--- config.mk ---
export PLATFORM = sky130hd
export DESIGN_NAME = alu_issue_buf_flat
export DESIGN_NICKNAME = d
export VERILOG_FILES = /design/src/rtl/alu_issue_buf_if.sv /design/src/rtl/alu_issue_buf.sv /design/src/flat_wrapper.sv
export SDC_FILE = /design/constraint.sdc
export NUM_CORES = 1
export LEC_CHECK = 0
export BUFFER_PORTS_ARGS = -buffer_cell sky130_fd_sc_hd__buf_4
export CORE_MARGIN = 8
export CORE_UTILIZATION = 39
export DETAILED_ROUTE_END_ITERATION = 7
export GPL_ROUTABILITY_DRIVEN = 0
export MAX_ROUTING_LAYER = met4
export SYNTH_ARGS = -nofsm -noshare
export SYNTH_HDL_FRONTEND = slang
export SYNTH_SLANG_ARGS = --single-unit
--- constraint.sdc ---
create_clock -name clk -period 5.4 [get_ports clk]
set_input_delay 0.54 -clock clk [delete_from_list [all_inputs] [get_ports clk]]
set_output_delay 0.54 -clock clk [all_outputs]
set_load 0.05 [all_outputs]
--- src/rtl/alu_issue_buf_if.sv ---
// alu_issue_buf_if: issue-side, ALU-side, flush and writeback signals of the ALU issue buffer
interface alu_issue_buf_if #(parameter int DATA_W = 18);
  logic              in_valid, in_ready;
  logic [DATA_W-1:0] in_a, in_b;
  logic [2:0]        in_ctrl, in_rd, in_rs1, in_rs2;
  logic              out_valid, out_ready;
  logic [DATA_W-1:0] out_a, out_b;
  logic [2:0]        out_ctrl, out_rd;
  logic              flush, wb_valid;
  logic [2:0]        wb_rd;
  logic [DATA_W-1:0] wb_data;
  modport slave (
    input  in_valid, in_a, in_b, in_ctrl, in_rd, in_rs1, in_rs2, out_ready, flush, wb_valid, wb_rd, wb_data,
    output in_ready, out_valid, out_a, out_b, out_ctrl, out_rd
  );
  modport master (
    output in_valid, in_a, in_b, in_ctrl, in_rd, in_rs1, in_rs2, out_ready, flush, wb_valid, wb_rd, wb_data,
    input  in_ready, out_valid, out_a, out_b, out_ctrl, out_rd
  );
endinterface

--- src/rtl/alu_issue_buf.sv ---
// alu_issue_buf: 2-entry in-order ALU issue FIFO; define ALU_ISSUE_FWD_EN for writeback forwarding
module alu_issue_buf #(parameter int DATA_W = 18) (
  input logic clk,
  input logic rst_n,
  alu_issue_buf_if.slave bus
);
  typedef struct packed {
    logic [DATA_W-1:0] a, b;
    logic [2:0]        ctrl, rd;
`ifdef ALU_ISSUE_FWD_EN
    logic [2:0]        rs1, rs2;
`endif
  } entry_t;
  entry_t head, tail, head_f, tail_f, in_e;
  logic [1:0] count;
  logic push, pop;
  assign push = bus.in_valid && count != 2'd2;
  assign pop = bus.out_ready && count != 2'd0;
`ifdef ALU_ISSUE_FWD_EN
  logic hit;
  assign hit = bus.wb_valid && bus.wb_rd != 3'd0;
`else
  logic unused_fwd;
  assign unused_fwd = ^{bus.in_rs1, bus.in_rs2, bus.wb_valid, bus.wb_rd, bus.wb_data};
`endif
  always_comb begin
    in_e.a = bus.in_a;
    in_e.b = bus.in_b;
    in_e.ctrl = bus.in_ctrl;
    in_e.rd = bus.in_rd;
    head_f = head;
    tail_f = tail;
`ifdef ALU_ISSUE_FWD_EN
    in_e.rs1 = bus.in_rs1;
    in_e.rs2 = bus.in_rs2;
    in_e.a = (hit && bus.wb_rd == bus.in_rs1) ? bus.wb_data : bus.in_a;
    in_e.b = (hit && bus.wb_rd == bus.in_rs2) ? bus.wb_data : bus.in_b;
    head_f.a = (hit && bus.wb_rd == head.rs1) ? bus.wb_data : head.a;
    head_f.b = (hit && bus.wb_rd == head.rs2) ? bus.wb_data : head.b;
    tail_f.a = (hit && bus.wb_rd == tail.rs1) ? bus.wb_data : tail.a;
    tail_f.b = (hit && bus.wb_rd == tail.rs2) ? bus.wb_data : tail.b;
`endif
  end
  // head takes the new entry when the FIFO is (or becomes) otherwise empty
  always_ff @(posedge clk or negedge rst_n) begin
    if (!rst_n) begin
      count <= 2'd0;
      head <= '0;
      tail <= '0;
    end else if (bus.flush) begin
      count <= 2'd0;
    end else begin
      count <= count + {1'b0, push} - {1'b0, pop};
      head <= (push && (count == 2'd0 || (pop && count == 2'd1))) ? in_e : (pop && count == 2'd2) ? tail_f : head_f;
      tail <= (push && !pop && count == 2'd1) ? in_e : tail_f;
    end
  end
  assign bus.in_ready = count != 2'd2;
  assign bus.out_valid = count != 2'd0;
  assign bus.out_a = head.a;
  assign bus.out_b = head.b;
  assign bus.out_ctrl = head.ctrl;
  assign bus.out_rd = head.rd;
endmodule

--- src/flat_wrapper.sv ---
// flat-port wrapper written by rule: the top's interface ports become plain ports
module alu_issue_buf_flat 
#(parameter int DATA_W = 18)
  (clk, rst_n, bus_in_valid, bus_in_a, bus_in_b, bus_in_ctrl, bus_in_rd, bus_in_rs1, bus_in_rs2, bus_out_ready, bus_flush, bus_wb_valid, bus_wb_rd, bus_wb_data, bus_in_ready, bus_out_valid, bus_out_a, bus_out_b, bus_out_ctrl, bus_out_rd);
  alu_issue_buf_if #(.DATA_W(DATA_W)) bus_i ();
  input logic clk;
  input logic rst_n;
  input wire logic [$bits(bus_i.in_valid)-1:0] bus_in_valid;
  input wire logic [$bits(bus_i.in_a)-1:0] bus_in_a;
  input wire logic [$bits(bus_i.in_b)-1:0] bus_in_b;
  input wire logic [$bits(bus_i.in_ctrl)-1:0] bus_in_ctrl;
  input wire logic [$bits(bus_i.in_rd)-1:0] bus_in_rd;
  input wire logic [$bits(bus_i.in_rs1)-1:0] bus_in_rs1;
  input wire logic [$bits(bus_i.in_rs2)-1:0] bus_in_rs2;
  input wire logic [$bits(bus_i.out_ready)-1:0] bus_out_ready;
  input wire logic [$bits(bus_i.flush)-1:0] bus_flush;
  input wire logic [$bits(bus_i.wb_valid)-1:0] bus_wb_valid;
  input wire logic [$bits(bus_i.wb_rd)-1:0] bus_wb_rd;
  input wire logic [$bits(bus_i.wb_data)-1:0] bus_wb_data;
  output wire logic [$bits(bus_i.in_ready)-1:0] bus_in_ready;
  output wire logic [$bits(bus_i.out_valid)-1:0] bus_out_valid;
  output wire logic [$bits(bus_i.out_a)-1:0] bus_out_a;
  output wire logic [$bits(bus_i.out_b)-1:0] bus_out_b;
  output wire logic [$bits(bus_i.out_ctrl)-1:0] bus_out_ctrl;
  output wire logic [$bits(bus_i.out_rd)-1:0] bus_out_rd;
  assign bus_i.in_valid = bus_in_valid;
  assign bus_i.in_a = bus_in_a;
  assign bus_i.in_b = bus_in_b;
  assign bus_i.in_ctrl = bus_in_ctrl;
  assign bus_i.in_rd = bus_in_rd;
  assign bus_i.in_rs1 = bus_in_rs1;
  assign bus_i.in_rs2 = bus_in_rs2;
  assign bus_i.out_ready = bus_out_ready;
  assign bus_i.flush = bus_flush;
  assign bus_i.wb_valid = bus_wb_valid;
  assign bus_i.wb_rd = bus_wb_rd;
  assign bus_i.wb_data = bus_wb_data;
  assign bus_in_ready = bus_i.in_ready;
  assign bus_out_valid = bus_i.out_valid;
  assign bus_out_a = bus_i.out_a;
  assign bus_out_b = bus_i.out_b;
  assign bus_out_ctrl = bus_i.out_ctrl;
  assign bus_out_rd = bus_i.out_rd;
  alu_issue_buf #(.DATA_W(DATA_W)) u_core (.clk(clk), .rst_n(rst_n), .bus(bus_i));
endmodule
# Word level (Yosys, flattened, before mapping)

Index checks and enable logic that the tools add are counted.

Input port bits: 75
Register bits after elaboration: 86

Equal/unequal tests: 3
Bitwise operators: 1
Add/subtract/negate cells: 2
Multiplexer cells: 3
Reductions and logical operators: 14

Operators by type and width:

| kind                                                             | number |
|---|---|
| 42-bit 2-to-1 mux                                                | 2 |
| 1-bit logical AND                                                | 7 |
| 2-bit AND reduction                                              | 2 |
| 2-bit nonzero test                                               | 2 |
| 2-bit by 1-bit adder with 2-bit output                           | 1 |
| 2-bit by 1-bit == test with 1-bit output (second input constant) | 1 |
| 2-bit == test (second input constant)                            | 1 |
| 2-bit logical NOT                                                | 1 |
| 2-bit 2-to-1 mux                                                 | 1 |
| 2-bit != test (second input constant)                            | 1 |
| 2-bit by 1-bit subtractor with 2-bit output                      | 1 |
| 1-bit logical NOT                                                | 1 |
| 1-bit logical OR                                                 | 1 |
| 1-bit NOT                                                        | 1 |

# Depth between registers and ports, before layout

Word-level depth: 7
Mapped depth: 8
Mapped depth without buffers: 8

# Worst setup path after synthesis

No wires, ideal clock.

Path kind: register to register
Start: register u_core.count[1]
End: register u_core.count[1]
Setup slack: 3.401 ns
Arrival: 1.880 ns
Cell stages (with the launch flop): 9
Library setup time: 0.119 ns
Period minus slack after synthesis: 1.999 ns
Path buffers: 0
Cell sequence: dfrtp_1 > or2_2 > and2_2 > ha_1 > inv_1 > ha_1 > xor2_1 > xnor2_1 > nor2_1

RTL lines:

| element                                     | line                | source |
|---|---|---|
| start: declaration                          | alu_issue_buf.sv:15 | `logic [1:0] count;` |
| start signal: assignment                    | alu_issue_buf.sv:53 | `count <= count + {1'b0, push} - {1'b0, pop};` |
| 2-bit nonzero test                          | n/a                 |  |
| named net bus_out_valid                     | flat_wrapper.sv:21  | `output wire logic [$bits(bus_i.out_valid)-1:0] bus_out_valid;` |
| 1-bit logical AND                           | alu_issue_buf.sv:18 | `assign pop = bus.out_ready && count != 2'd0;` |
| 2-bit by 1-bit subtractor with 2-bit output | alu_issue_buf.sv:53 |  |
| 2-bit 2-to-1 mux                            | alu_issue_buf.sv:50 | `end else if (bus.flush) begin` |

The timed path passes the listed nets, and every way through them passes these cells.
A chain may end at the register's enable or synchronous reset.

# Worst setup path in the final report

Start: register u_core.count[1]
End: register u_core.head (netlist bit u_core.bus.out_b[4])

Cells in the longest elaborated chain, start to end: 7

Ends and longest elaborated chain:

| element                       | line                | source |
|---|---|---|
| 2-bit nonzero test            | alu_issue_buf.sv:18 |  |
| 1-bit logical AND             | alu_issue_buf.sv:18 |  |
| 1-bit logical AND             | alu_issue_buf.sv:54 | `head <= (push && (count == 2'd0 \|\| (pop && count == 2'd1))) ? in_e : (pop && count == 2'd2) ? tail_f : head_f;` |
| 1-bit logical OR              | alu_issue_buf.sv:54 |  |
| 1-bit logical AND             | alu_issue_buf.sv:54 |  |
| 2-bit nonzero test (no line)  | n/a                 |  |
| 2-bit AND reduction (no line) | n/a                 |  |
| end signal: assignment        | alu_issue_buf.sv:54 |  |
| end: declaration              | alu_issue_buf.sv:14 | `entry_t head, tail, head_f, tail_f, in_e;` |

Several ways; a longest one is shown, not always the timed one.

==> impl_results.md <==
* Number of global-route vias before repair at 2494
* Layout Nets at 412
* # rows at 37
* Design area at 4952 um^2
* CTS tree: done
* Core Util, Final at 48.85%
* Via density at 4.754
* H-tree depth at 3
* Synthesized cell area at 4000 um^2
* Cell total after placement at 460
* Crit path launch type: flip-flop
* Ports at 119
* Antenna viol nets, final at 0
* 1st-iter DRT viols at 58
* Clock Tree Root: clkbuf_8
* Synthesized flop and latch total at 86
* Setup TNS at 0 ns
* Hpwl dp at 5332 um
* Layout fillers at 887
* CTS Buffer Depth at 2
* CTS Hold Bufs at 0
* Critical path endpoint category: flip-flop
* Cell area power density at 634.1 nW/um^2
* Max VDD drop at 0.3259 mV
* Die width at 117.3 um
* Die ar. at 13750 um^2
* Mapped Nets at 318
* Worst hold slack at 0.1173 ns
* Post_cts resized at 0
* Layout cells sized above 1 at 70.80%
* DRC errors left at 0
* Seq/Total Area, Yosys at 53.80%
* Status: finished, final reports clean
* Yosys warns at 0
* Buffers added on ports at 90
* Clk_skew at 0.006233 ns
* Clk Latency, worst-skew pair at 0.34 ns
* GRT Resource Usage Total at 12.44%
* Wire per inst at 16.76 um
* First-pass GRT wire length at 12740 um
* First element of the critical path: u_core.count[1]
* Final period utilization at 48.07%
* Endpoints failing hold at 0
* Clk pin slew, worst setup/hold paths at 0.08 ns
* Worst Path Arrival at 2.82 ns
* CTS buffer count at 9
* Area growth syn-to-layout at 23.80%
* Slew @ Worst Pin at 0.7325 ns
* Routed wire length at 7963 um
* Cells after synthesis at 241
* Fmax at 0.3852 GHz
* Finished Layout Cells at 475
* Core box area at 10140 um^2
* Syn Area/Cell at 16.60 um^2
* Post-CTS setup buffers at 0
* Relative slew slack at 51.17%
* CP required at 5.63 ns
* Leak at 2.347 nW
* Starting Density at 39.45%
* Most common cell after layout, fill and taps aside: buf_4
* Number of distinct library cells after synthesis at 19
* Most frequent cells in the layout: buf_4 (95), mux2_2 (91), dfrtp_1 (86)
* Crit path kind: flip-flop to flip-flop
* Total gr overflow at 0
* Final Critical Period at 2.596 ns
* CTS Sinks at 86
* Largest net degree at the start of global routing at 57
* Max-slew violations at 0
* RR Startpoint: u_core.count[1]
* Antenna Cells at 0
* Final setup vio count at 0
* Routed via count at 2258
* RSZ-0062 raised after global routing: false
* Die Ht at 117.3 um
* Placed cell areas at 4748 um^2
* Max Cap Violations at 0
* Initial antenna violation count at 0
* Tightest Hold Check Type: primary input to async pin
* First-pass DRT Iterations at 2
* Critical Path Fanout Max at 43
cells by family after synthesis:
kind of cell / after synthesis / share of synthesized area (%)
flip-flops: 86 / 53.80
XOR/XNOR: 2 / 0.4380
AO/OA/AOI/OAI: 1 / 0.4067
buffers and inverters: 14 / 3.566
AND/OR/NAND/NOR: 10 / 2.408
multiplexers: 126 / 38.75
adder cells (fa/ha/maj): 2 / 0.6255
state kept, by name, summed over array words and instances (netlist names):
name,count
u_core.bus.out_b,18
u_core.bus.out_ctrl,3
u_core.bus.out_rd,3
u_core.count,2
u_core.bus.out_a,18
u_core.tail,42
path summary, 6_finish.rpt:
check,to,slack [ns],depth (start not counted)
worst max register to register,u_core.bus.out_b[4],2.80,4
max in group asynchronous,u_core.tail[4],4.22,2
min in group clk,u_core.count[0],0.42,2
worst max-delay path,u_core.bus.out_b[4],2.80,4
worst min-delay path,u_core.tail[17],0.12,1
worst min register to register,u_core.tail[25],0.51,1
final cells by class:
| type | instances | area, um^2 | share of cell area, % |
|---|---|---|---|
| Sequential cell | 86 | 2152 | 43.46 |
| Multi-Input combinational cell | 141 | 1705 | 34.44 |
| Timing Repair Buffer | 95 | 713.2 | 14.40 |
| Tap cell | 136 | 170.2 | 3.436 |
| Clock buffer | 11 | 131.4 | 2.653 |
| Clock inverter | 4 | 72.57 | 1.465 |
| Inverter | 2 | 7.507 | 0.1516 |
critical path: stages, from the launching register on:
cell	delay, ns
dfrtp_1	0.47
nand3b_4	0.68
a21oi_4	0.47
buf_4	0.47
mux2_2	0.39
stage by stage:
step | worst slack (ns) | power, mW
final | 2.804 | 3.140
after global placement | 2.511 | 2.667
after detailed placement | 2.532 | 2.698
after floorplan | 3.401 | 2.293
after CTS | 2.716 | 3.191
after global routing | 2.614 | 3.316
report_power, final:
part	internal [mW]	switching, mW	total (mW)
clock	0.258	0.220	0.478
sequential	0.949	0.162	1.11
combinational	0.704	0.847	1.55
cell usage after synthesis, drive strengths merged:
| library cell | count | share of area (%) |
|---|---|---|
| a21oi | 1 | 0.41 |
| xor2 | 1 | 0.22 |
| ha | 2 | 0.63 |
| or2 | 1 | 0.16 |
| inv | 2 | 0.19 |
| nand3 | 1 | 0.12 |
| nand3b | 1 | 0.50 |
| nand2b | 1 | 0.34 |
| nor2b | 1 | 0.16 |
| mux2 | 126 | 39 |
| nor4b | 1 | 0.59 |
| and2 | 2 | 0.34 |
| buf | 12 | 3.4 |
| dfrtp | 86 | 54 |
| xnor2 | 1 | 0.22 |
| nor2 | 1 | 0.094 |
| nand2 | 1 | 0.094 |
per-layer routing:
layer	global-route usage [%]	vias up	share of wire [%]
met3	3.848	7	7.3
li1	-	1046	-
met5	-	-	0
met1	15.52	1142	46
met4	3.584	0	1.1
met2	19.08	63	45
Note: power is estimated with default switching activity, not from simulation.
